$ cat src/rtl/da_pkg.sv
// Shared state type, width helper and frame-size guard
// for the multi-channel serial DAC driver.
`ifndef DA_PKG_SV
`define DA_PKG_SV

`define DA_CHECK_FRAME(FL, AW, DW) \
   if ((FL) < (AW) + (DW)) begin : g_frame_too_short \
      $error("FRAME_LEN too short for address plus data"); \
   end

package da_pkg;

   typedef enum logic [1:0] {
      IDLE,
      LOAD,
      SHIFT,
      GAP
   } da_state_e;

   function automatic int clog2(input int n);
      int r;
      r = 0;
      for (int i = 0; i < 31; i++) begin
         if ((1 << i) < n) r = i + 1;
      end
      return r;
   endfunction

endpackage

`endif

$ cat src/rtl/da_sclk_gen.sv
// SCLK phase generator: CLK_DIV clocks per half period,
// parked high with the counter cleared while disabled.
module da_sclk_gen
   import da_pkg::*;
#(
   parameter int CLK_DIV = 2
) (
   input  logic clock,
   input  logic nRESET,
   input  logic en,
   output logic tick,
   output logic sclk_hi
);

   localparam int CNT_W = (clog2(CLK_DIV) > 0) ? clog2(CLK_DIV) : 1;

   logic [CNT_W-1:0] cnt;
   logic             phase;

   assign tick    = en && (cnt == CNT_W'(CLK_DIV - 1));
   assign sclk_hi = phase;

   always_ff @(posedge clock or negedge nRESET) begin
      if (!nRESET) begin
         cnt   <= '0;
         phase <= 1'b1;
      end else if (!en) begin
         cnt   <= '0;
         phase <= 1'b1;
      end else if (tick) begin
         cnt   <= '0;
         phase <= ~phase;
      end else begin
         cnt <= cnt + 1'b1;
      end
   end

endmodule

$ cat src/rtl/da_serial_multi.sv
// Multi-channel serial DAC driver (nSYNC/SCLK/DIN, MSB-first).
// Define DA_SKIP_UNCHANGED_EN to skip channels whose level is unchanged.
module da_serial_multi
   import da_pkg::*;
#(
   parameter int CH_NUM    = 4,
   parameter int DATA_W    = 8,
   parameter int FRAME_LEN = 16,
   parameter int CLK_DIV   = 2
) (
   input  logic                     clock,
   input  logic                     nRESET,
   input  logic [CH_NUM*DATA_W-1:0] level,
   input  logic                     start,
   output logic                     busy,
   output logic                     done,
   output logic                     nSYNC,
   output logic                     SCLK,
   output logic                     DIN
);

   localparam int ADDR_W = clog2(CH_NUM);
   localparam int CW     = (ADDR_W > 0) ? ADDR_W : 1;
   localparam int BW     = (clog2(FRAME_LEN) > 0) ? clog2(FRAME_LEN) : 1;
   localparam int GW     = (clog2(2 * CLK_DIV) > 0) ? clog2(2 * CLK_DIV) : 1;
   localparam int PAD    = FRAME_LEN - ADDR_W - DATA_W;

   `DA_CHECK_FRAME(FRAME_LEN, ADDR_W, DATA_W)

   da_state_e                 state, state_n;
   logic [CW-1:0]             ch;
   logic [BW-1:0]             bcnt;
   logic [GW-1:0]             gcnt;
   logic                      pending;
   logic [CH_NUM*DATA_W-1:0]  shadow;
   logic [FRAME_LEN-1:0]      sh;

   logic [CH_NUM*DATA_W-1:0]  src;
   int                        first;
   logic                      nxt_ok;
   logic [CW-1:0]             nxt_ch;
   logic [DATA_W-1:0]         nxt_data;
   logic                      ld;
   logic                      tick, sclk_hi;
   logic                      bit_end, last_bit, gap_end;

`ifdef DA_SKIP_UNCHANGED_EN
   logic [CH_NUM*DATA_W-1:0]  last_sent;
`endif

   function automatic logic [FRAME_LEN-1:0] frame_of(
      input logic [CW-1:0]     c,
      input logic [DATA_W-1:0] d
   );
      logic [FRAME_LEN-1:0] f;
      f = FRAME_LEN'(d) << PAD;
      if (ADDR_W > 0) f = f | (FRAME_LEN'(c) << (FRAME_LEN - ADDR_W));
      return f;
   endfunction

   da_sclk_gen #(
      .CLK_DIV (CLK_DIV)
   ) u_sclk (
      .clock   (clock),
      .nRESET  (nRESET),
      .en      (state == SHIFT),
      .tick    (tick),
      .sclk_hi (sclk_hi)
   );

   assign bit_end  = tick && !sclk_hi;
   assign last_bit = (bcnt == BW'(FRAME_LEN - 1));
   assign gap_end  = (gcnt == GW'(2 * CLK_DIV - 1));

   // In LOAD the shadow is not yet valid, so look at the live bank.
   always_comb begin
      src    = (state == LOAD) ? level : shadow;
      first  = (state == LOAD) ? 0 : int'(ch) + 1;
      nxt_ok = 1'b0;
      nxt_ch = '0;
      for (int c = CH_NUM - 1; c >= 0; c--) begin
`ifdef DA_SKIP_UNCHANGED_EN
         if (c >= first &&
             src[c*DATA_W +: DATA_W] != last_sent[c*DATA_W +: DATA_W]) begin
`else
         if (c >= first) begin
`endif
            nxt_ok = 1'b1;
            nxt_ch = CW'(c);
         end
      end
   end

   assign nxt_data = src[int'(nxt_ch)*DATA_W +: DATA_W];

   always_comb begin
      state_n = state;
      done    = 1'b0;
      ld      = 1'b0;
      unique case (state)
         IDLE: begin
            if (start) state_n = LOAD;
         end
         LOAD: begin
            if (nxt_ok) begin
               ld      = 1'b1;
               state_n = SHIFT;
            end else begin
               done    = 1'b1;
               state_n = (pending || start) ? LOAD : IDLE;
            end
         end
         SHIFT: begin
            if (bit_end && last_bit) state_n = GAP;
         end
         GAP: begin
            if (gap_end) begin
               if (nxt_ok) begin
                  ld      = 1'b1;
                  state_n = SHIFT;
               end else begin
                  done    = 1'b1;
                  state_n = (pending || start) ? LOAD : IDLE;
               end
            end
         end
         default: state_n = IDLE;
      endcase
   end

   always_ff @(posedge clock or negedge nRESET) begin
      if (!nRESET) begin
         state   <= IDLE;
         ch      <= '0;
         bcnt    <= '0;
         gcnt    <= '0;
         pending <= 1'b0;
         shadow  <= '0;
         sh      <= '0;
      end else begin
         state <= state_n;
         if (state_n == LOAD) pending <= 1'b0;
         else if (start && state != IDLE) pending <= 1'b1;
         if (state == LOAD) shadow <= level;
         if (ld) begin
            ch   <= nxt_ch;
            sh   <= frame_of(nxt_ch, nxt_data);
            bcnt <= '0;
         end else if (state == SHIFT && bit_end) begin
            sh   <= sh << 1;
            bcnt <= bcnt + 1'b1;
         end
         if (state == GAP && !gap_end) gcnt <= gcnt + 1'b1;
         else gcnt <= '0;
      end
   end

`ifdef DA_SKIP_UNCHANGED_EN
   // All-ones start value forces a full first sweep.
   always_ff @(posedge clock or negedge nRESET) begin
      if (!nRESET) begin
         last_sent <= '1;
      end else if (state == SHIFT && bit_end && last_bit) begin
         last_sent[int'(ch)*DATA_W +: DATA_W] <=
            shadow[int'(ch)*DATA_W +: DATA_W];
      end
   end
`endif

   assign busy  = (state != IDLE);
   assign nSYNC = (state != SHIFT);
   assign SCLK  = (state != SHIFT) || sclk_hi;
   assign DIN   = (state == SHIFT) && sh[FRAME_LEN-1];

endmodule

$ cat config.mk
export PLATFORM = sky130hd
export DESIGN_NAME = da_serial_multi
export DESIGN_NICKNAME = d
export VERILOG_FILES = /design/src/rtl/da_pkg.sv /design/src/rtl/da_sclk_gen.sv /design/src/rtl/da_serial_multi.sv
export SDC_FILE = /design/constraint.sdc
export NUM_CORES = 1
export LEC_CHECK = 0
export BUFFER_PORTS_ARGS = -buffer_cell sky130_fd_sc_hd__buf_2
export CAP_MARGIN = 10
export CELL_PAD_IN_SITES_DETAIL_PLACEMENT = 1
export CELL_PAD_IN_SITES_GLOBAL_PLACEMENT = 1
export CORE_UTILIZATION = 40
export CTS_BUF_LIST = sky130_fd_sc_hd__clkbuf_2
export DETAILED_ROUTE_END_ITERATION = 7
export PLACE_DENSITY = 0.87
export SETUP_SLACK_MARGIN = 0.2
export SLEW_MARGIN = 20
export SYNTH_ARGS = -nofsm -noshare
export SYNTH_HDL_FRONTEND = slang
export SYNTH_SLANG_ARGS = --single-unit
$ cat constraint.sdc
create_clock -name clock -period 1.7 [get_ports clock]
set_input_delay 0.255 -clock clock [delete_from_list [all_inputs] [get_ports clock]]
set_output_delay 0.255 -clock clock [all_outputs]
set_load 0.005 [all_outputs]
==> metrics.md, run 1 <==
| Metric | Value |
|---|---|
| Setup TNS | -592 ps |
| Top cell type's share of synthesized area | 0.509 |
| Power, Total | 0.00213 W |
| Setup violators final | 11 |
| Worst-skew pair later-pin latency | 470 ps |
| Max Root-Sink Buffers | 2 |
| Most used DFF post-synth | dfrtp_1 |
| Synth warn | 0 |
| CP Data Required Time | 2150 ps |
| Ys async rst share | 1.00 |
| Grt ovf | 0 |
| Avg Cell Area, Syn | 9.21 µm² |
| Initial antenna violation count | 0 |
| DR iter-0 viols | 135 |
| Worst Hold Margin | 13.9 ps |
| Die Y | 83.5 µm |
| WL/cell | 20.5 µm |
| Die area | 0.00696 mm² |
| Min-delay worst type | in -> reg |
| CTS buffer count | 5 |
| Io pins | 40 |
| Total vias in the final route | 2603 |
| Ant. Diodes | 0 |
| P_leak | 1.88 nW |
| Worst Tran Pin Value | 478 ps |
| Drt first pass iters | 4 |
| Final WS setup | -124 ps |
| Failing checks | setup timing |
| PortBufs | 39 |
| Max-cap viol count | 0 |
| Flops & latches, synth | 55 |
| CTS tree | done |
| Die Width | 83.5 µm |
| Count leader, synth | nand2_1 |
| Post-synth EDFFs | 0 |
| Cell taking the most area after synthesis | dfrtp_1 |
| Post-synth net total | 326 |
| Worst clock skew | 22.9 ps |
| CP Launch Type | flop |
| Max FO, Critical Path | 9 |
| Largest net degree at the start of global routing | 39 |
| Detailed-route DRC error count | 0 |
| P&R area growth vs syn | 47.0% |
| Post-route minimum period | 1820 ps |
| Sequential share of the synthesized area | 0.519 |
| Initial Utilization | 0.416 |
| Pwr Density | 546 mW/mm² |
| Post-Place Cells | 403 |
| Cell Count, Final, Fillers Out | 471 |
| Status | finished, violations left |
| Site Rows | 29 |
| DP HPWL | 4.95 mm |
| Rel. slew slack | 0.681 |
| Filler cells | 708 |
| CP Capture Type | flop |
| Detailed-route vias per instance | 5.53 |
| Core Area | 0.00639 mm² |
| Final ANT Viol Nets | 0 |
| Reg2Reg Setup Slack | -120 ps |
| Worst VDD drop | 0.324 mV |
| Distinct cells, synth | 44 |
| Overall routing resource usage | 0.271 |
| Post-placement cell area | 0.00301 mm² |
| Final hold viol count | 0 |
| # H-tree levels | 2 |
| Fraction of layout instances using a drive strength above 1 | 0.343 |
| RSZ-0062 raised after global routing | yes |
| Mapped Cells | 288 |
| WL final | 9.65 mm |
| Sinks on Clock Net | 55 |
| First-pass GRT wire length | 14.6 mm |
| Synth cell count leaders | 115 x nand2_1, 54 x dfrtp_1, 12 x nor2_1, 11 x mux2i_1 |
| Root buffer cell | clkbuf_2 |
| Worst EP arrival | 2280 ps |
| Vias in the first global route | 2880 |
| RePlAce Congestion | 0.810 |
| Fin nets | 431 |
| Crit Path Category | reg -> reg |
| Pins Over Slew Limit | 0 |
| Clk slew on worst S/H paths | 310 ps |
| Fmax | 0.548 GHz |
| Period utilization | 1.07 |
| Post-route cell area | 0.00390 mm² |
| Synth top area cells | dfrtp_1 51%, nand2_1 16%, mux2i_1 4.1% |
| Cell Area, Synth | 0.00265 mm² |
## critical path: stages (launching register included)
cell	delay (ps)
dfrtp_2	500
ha_4	170
buf_8	120
buf_12	140
nor3b_1	310
o21ai_1	200
a211oi_1	240
a211o_1	130
## cell type report
cell class	instances	area, µm²	share of cell area
clock buffer	5	25.0	0.00642
clock inverter	3	23.8	0.00610
inverter	3	16.3	0.00417
multi-input combinational	216	1370	0.352
sequential	55	1380	0.354
tap	77	96.3	0.0247
timing repair buffer	112	986	0.253
## flip-flops by register name (all words and copies together), names as in the netlist
name and count:
u_sclk.cnt 1, gcnt 2, state 2, pending 1, ch 2, bcnt 4
shadow 32, u_sclk.sclk_hi 1, sh 10
## layer usage
metal,track usage,up-vias,share of wire,routed length [µm]
met5,0,-,0,0
met4,0.0863,0,0.040,384
met3,0.0366,36,0.040,385
met2,0.523,95,0.56,5410
met1,0.306,1306,0.36,3480
li1,-,1166,-,-
## report_power, final
part	total, W	switching [W]	internal (W)
Clock	0.000562	0.000450	0.000112
Combinational	0.000192	0.0000900	0.000102
Sequential	0.00138	0.0000254	0.00135
Total	0.00213	0.000566	0.00157
## per-stage QoR
stage                     setup slack [ps]   util
after floorplan                        214      -
after global placement                 112  0.471
after detailed placement              44.8  0.471
after CTS                            -35.0  0.574
after global routing                  -248  0.611
final                                 -124  0.611
## cells by family (layout without fill, tap and decap cells)
kind of cell / after synthesis / count (layout) / synth area share
mux: 12 / 12 / 0.0457
xor+xnor: 4 / 4 / 0.0132
compound gates: 41 / 41 / 0.107
fa+ha+maj: 3 / 3 / 0.0141
simple gates: 155 / 156 / 0.256
flops: 55 / 55 / 0.519
buf+inv: 18 / 123 / 0.0443
## cells in the final DEF (no fill, tap or decap), drive strengths merged, types with 5 or more instances in the layout
master / Yosys / routed
clkbuf: 1 / 6
nor2: 13 / 13
dfrtp: 54 / 54
mux2i: 11 / 11
buf: 14 / 81
a21oi: 5 / 5
dlygate4sd3: 0 / 30
nor3: 7 / 7
nand2: 117 / 118
o21ai: 11 / 11
## final timing paths
check / end / start / cells after the start
min reg2reg: shadow[2]$_DFF_PN0_ / shadow[2]$_DFF_PN0_ / 2
min in group asynchronous: shadow[2]$_DFF_PN0_ / nRESET / 2
max in group asynchronous: shadow[7]$_DFF_PN0_ / nRESET / 3
max: sh[11]$_DFFE_PN0P_ / ch[0]$_DFFE_PN0P_ / 7
max reg2reg: sh[11]$_DFFE_PN0P_ / ch[0]$_DFFE_PN0P_ / 7
min: shadow[4]$_DFF_PN0_ / level[4] / 3
## repair_timing
item,CTS,global route
endpoints found under the setup margin,21,22
setup buffers,19,8
pin swaps,11,18
hold endpoints to repair,44,1
cloned,2,1
resized for setup,27,35
hold buffers,29,1
No activity file was read; power rests on OpenSTA's default activity.
==> run 2: changes to the inputs <==
Settings changed: TNS_END_PERCENT set to 5.
==> metrics.md, run 2 (synthesized netlist as in run 1, its figures left out) <==
| Metric | Value |
|---|---|
| Min-delay worst type | in -> reg |
| Overall routing resource usage | 0.228 |
| Worst clock skew | 13.4 ps |
| Worst EP arrival | 1530 ps |
| Place WS | 91.3 ps |
| Period utilization | 1.05 |
| Final ANT Viol Nets | 0 |
| WL/cell | 16.5 µm |
| R2R depth | 6 |
| Top delay family on crit path | flip-flops |
| Fmax | 0.561 GHz |
| Max Root-Sink Buffers | 2 |
| P&R area growth vs syn | 34.4% |
| DR iter-0 viols | 155 |
| Max reg flops | 32 |
| Crit-path cells | buf_6 -> nor2_4 -> inv_2 -> or2_4 -> buf_6 |
| RePlAce Congestion | 0.745 |
| Hold Path Cell Cnt | 3 |
| Rel. slew slack | 0.796 |
| Initial Utilization | 0.416 |
| Most common cell after layout, fill and taps aside | nand2_1 |
| Final hold viol count | 0 |
| Reg2reg end | sh[8]$_DFFE_PN0P_ |
| CP dominant cell by count | buf_6 |
| CP Launch Type | flop |
| Worst Hold Margin | 24.7 ps |
| Status | finished, violations left |
| Die area | 0.00696 mm² |
| Pins Over Slew Limit | 0 |
| WL final | 7.56 mm |
| Worst VDD drop | 0.453 mV |
| Sinks on Clock Net | 55 |
| Max FO, Critical Path | 3 |
| Filler cells | 737 |
| # H-tree levels | 2 |
| Failing checks | setup timing |
| Total vias in the final route | 2360 |
| Clk slew on worst S/H paths | 280 ps |
| Worst-skew pair later-pin latency | 470 ps |
| DP HPWL | 4.77 mm |
| WP buf/inv | 3 |
| Pwr Density | 584 mW/mm² |
| Detailed-route DRC error count | 0 |
| CTS buffer count | 5 |
| Power, Total | 0.00208 W |
| Detailed-route vias per instance | 5.14 |
| Core Area | 0.00639 mm² |
| Die Y | 83.5 µm |
| Drt first pass iters | 4 |
| CP Capture Type | output port |
| P_leak | 1.80 nW |
| Worst Tran Pin Value | 306 ps |
| Hold EP | state[0]$_DFF_PN0_ |
| First-pass GRT wire length | 12.6 mm |
| Slowest CP cell | dfrtp_1 |
| Largest net degree at the start of global routing | 56 |
| RSZ-0062 raised after global routing | yes |
| Site Rows | 29 |
| Setup violators final | 3 |
| Final WS setup | -81.0 ps |
| Die Width | 83.5 µm |
| Initial antenna violation count | 0 |
| Hold path startpoint | start |
| Fin nets | 419 |
| Biggest register | shadow |
| Fraction of layout instances using a drive strength above 1 | 0.267 |
| PortBufs | 39 |
| Io pins | 40 |
| Max incr delay on CP | 460 ps |
| Max-cap viol count | 0 |
| Ant. Diodes | 0 |
| Most frequent cells in the layout | 113 x nand2_1, 52 x dfrtp_1, 38 x buf_2 |
| Crit Path Category | reg -> out |
| Reg2Reg Setup Slack | 70 ps |
| CTS tree | done |
| Worst R2R Start | ch[0]$_DFFE_PN0P_ |
| Largest regs | shadow x32, sh x10, bcnt x4 |
| CP Data Required Time | 1440 ps |
| Vias in the first global route | 2599 |
| Root buffer cell | clkbuf_2 |
| Grt ovf | 0 |
| Post-route minimum period | 1780 ps |
-- run 2: cell types whose count changed in the layout (fill, tap and decap cells not counted), sizes merged --
cell         change
nand2            -1
clkbuf           -1
buf             -12
dlygate4sd3      +2
-- run 2: worst reg2reg max path, stage by stage, from the launching register on --
cell	delay [ps]
dfrtp_2	490
ha_4	200
buf_4	150
nor2b_4	140
nand2_4	120
a311o_1	380
o211ai_1	90
-- run 2: how the worst max path moves through the flow --
stage                             startpoint            endpoint  depth (start not counted)
after floorplan            ch[0]$_DFFE_PN0P_  sh[11]$_DFFE_PN0P_                          6
after global placement    state[0]$_DFF_PN0_   sh[7]$_DFFE_PN0P_                          5
after detailed placement  state[1]$_DFF_PN0_   sh[8]$_DFFE_PN0P_                          4
after CTS                 state[0]$_DFF_PN0_                SCLK                          5
after global routing      state[0]$_DFF_PN0_                SCLK                          5
final                     state[0]$_DFF_PN0_                SCLK                          5
-- run 2: metrics by stage --
step | area (µm²) | util | cells | TNS (ps)
finish | 3570 | 0.558 | 459 | -187
floorplan | 2680 | - | 288 | 0
detailed placement | 2990 | 0.468 | 404 | 0
CTS | 3460 | 0.541 | 451 | -160
global route | 3570 | 0.558 | 459 | -467
global placement | 2990 | 0.468 | 404 | 0
-- run 2: area by class of cell --
class / count / area [µm²] / share of cell area
Multi-Input combinational cell: 215 / 1260 / 0.353
Sequential cell: 55 / 1380 / 0.387
Clock buffer: 5 / 25.0 / 0.00702
Tap cell: 77 / 96.3 / 0.0270
Inverter: 3 / 13.8 / 0.00386
Clock inverter: 3 / 15.0 / 0.00421
Timing Repair Buffer: 101 / 778 / 0.218
-- run 2: layer usage --
metal  up-vias  part of all wire  global-route usage
met1      1147              0.43               0.290
li1       1138                 -                   -
met4         0             0.036              0.0986
met2        53              0.50               0.387
met5         -                 0                   0
met3        22             0.029              0.0366
-- run 2: power breakdown --
part | internal [W] | leakage (nW) | switching (W)
Combinational | 0.000104 | 1.09 | 0.0000800
Clock | 0.0000947 | 0.0325 | 0.000431
Sequential | 0.00135 | 0.669 | 0.0000238
Total | 0.00155 | 1.80 | 0.000535
-- run 2: what timing repair did --
action | in CTS | in global routing
gates resized for setup | 20 | 10
setup endpoints to repair | 19 | 49
hold endpoints to repair | 84 | 1
pin swaps | 9 | 6
setup buffers | 8 | 7
gates cloned | 0 | 0
hold buffers | 31 | 1
==> run 3: changes to the inputs <==
Clock period 1.7 ns to 1.6 ns, I/O delays scaled along.
==> metrics.md, run 3 (synthesized netlist as in run 1, its figures left out) <==
| Metric | Value |
|---|---|
| Status | finished, violations left |
| Failing checks | setup timing |
| Worst VDD drop | 0.387 mV |
| Grt ovf | 0 |
| CP Launch Type | flop |
| Ant. Diodes | 0 |
| R2R depth | 7 |
| Max-cap viol count | 0 |
| Max reg flops | 32 |
| Largest regs | shadow x32, sh x10, bcnt x4 |
| Total vias in the final route | 2421 |
| RePlAce Congestion | 0.846 |
| Biggest register | shadow |
| Rel. slew slack | 0.771 |
| Fraction of layout instances using a drive strength above 1 | 0.273 |
| Most frequent cells in the layout | 113 x nand2_1, 52 x dfrtp_1, 37 x buf_2 |
| P&R area growth vs syn | 37.0% |
| Period utilization | 1.12 |
| Core Util, Final | 0.569 |
| DP HPWL | 5.03 mm |
| Initial Utilization | 0.416 |
| Post-route cell area | 0.00364 mm² |
| Post-placement cell area | 0.00302 mm² |
| Crit-path cells | buf_6 -> nor2_4 -> inv_2 -> buf_4 -> buf_6 -> buf_6 |
| Fmax | 0.557 GHz |
| WL final | 7.78 mm |
| Site Rows | 29 |
| Worst Tran Pin Value | 341 ps |
| Sinks on Clock Net | 55 |
| Worst EP arrival | 1560 ps |
| Fin nets | 421 |
| Core Area | 0.00639 mm² |
| WL/cell | 16.9 µm |
| Hold Path Cell Cnt | 3 |
| Setup violators final | 11 |
| Final hold viol count | 0 |
| Min-delay worst type | in -> reg |
| Die Width | 83.5 µm |
| Pins Over Slew Limit | 0 |
| Max Root-Sink Buffers | 2 |
| RSZ-0062 raised after global routing | yes |
| Vias in the first global route | 2664 |
| First-pass GRT wire length | 12.8 mm |
| Hold path startpoint | start |
| Die area | 0.00696 mm² |
| DR iter-0 viols | 113 |
| Post-route minimum period | 1800 ps |
| PortBufs | 39 |
| Pwr Density | 653 mW/mm² |
| P_leak | 1.80 nW |
| CP dominant cell by count | buf_6 |
| Overall routing resource usage | 0.232 |
| Die Y | 83.5 µm |
| Slowest CP cell | dfrtp_1 |
| CTS buffer count | 5 |
| Clk slew on worst S/H paths | 270 ps |
| Largest net degree at the start of global routing | 23 |
| # H-tree levels | 2 |
| Drt first pass iters | 4 |
| Detailed-route DRC error count | 0 |
| Reg2Reg Setup Slack | -110 ps |
| CP Data Required Time | 1360 ps |
| Worst clock skew | 19.0 ps |
| Final WS setup | -196 ps |
| Final ANT Viol Nets | 0 |
| Max FO, Critical Path | 2 |
| Reg2reg end | sh[8]$_DFFE_PN0P_ |
| Worst R2R Start | state[0]$_DFF_PN0_ |
| CP Capture Type | output port |
| Io pins | 40 |
| CTS tree | done |
| Setup TNS | -1110 ps |
| Initial antenna violation count | 0 |
| Hold EP | state[0]$_DFF_PN0_ |
| Most common cell after layout, fill and taps aside | nand2_1 |
| Detailed-route vias per instance | 5.25 |
| Root buffer cell | clkbuf_2 |
| Crit Path Category | reg -> out |
| Max incr delay on CP | 480 ps |
| Worst-skew pair later-pin latency | 480 ps |
[run 3: power breakdown]
| part | switching [W] | internal (W) |
|---|---|---|
| sequential | 0.0000237 | 0.00143 |
| clock | 0.000457 | 0.000256 |
| combinational | 0.0000885 | 0.000113 |
[run 3: metal layers]
metal	track usage	part of all wire
met4	0.0478	0.012
met1	0.279	0.42
met3	0.0455	0.029
met2	0.429	0.54
met5	0	0
[run 3: how the worst max path moves through the flow]
stage	slack (ps)	depth (start not counted)	startpoint	to
6_report	-200	6	state[0]$_DFF_PN0_	nSYNC
5_1_grt	-270	6	state[0]$_DFF_PN0_	nSYNC
4_1_cts	-150	5	state[0]$_DFF_PN0_	SCLK
3_5_place_dp	-20	5	gcnt[0]$_DFF_PN0_	sh[15]$_DFFE_PN0P_
3_3_place_gp	50	6	ch[0]$_DFFE_PN0P_	sh[9]$_DFFE_PN0P_
2_1_floorplan	120	6	ch[0]$_DFFE_PN0P_	sh[11]$_DFFE_PN0P_
[run 3: timing repair]
item / 4_1_cts / 5_1_grt
setup buffers: 12 / 0
resized for setup: 25 / 10
hold endpoints to repair: 62 / 2
pin swaps: 10 / 12
endpoints found under the setup margin: 43 / 51
hold buffers: 31 / 2
[run 3: final cells by class]
| cell class | instances | area, µm² |
|---|---|---|
| Fill cell | 725 | 2750 |
| Inverter | 3 | 11.3 |
| Tap cell | 77 | 96.3 |
| Sequential cell | 55 | 1380 |
| Clock inverter | 3 | 38.8 |
| Clock buffer | 5 | 25.0 |
| Timing Repair Buffer | 103 | 818 |
| Multi-Input combinational cell | 215 | 1270 |
[run 3: metrics by stage]
step	cells	hold WS, ps	power [W]	setup slack [ps]
floorplan	288	-55.6	0.00152	118
global placement	408	153	0.00161	53.2
detailed placement	408	153	0.00162	-23.0
CTS	459	0.797	0.00237	-150
global route	461	7.81	0.00246	-268
finish	461	22.3	0.00237	-196
[run 3: critical path, delay by kind of cell, from the launching register on]
kind | cells | cell delay [ps]
buffers and inverters | 5 | 520
DFF | 1 | 480
and+or+nand+nor | 1 | 90
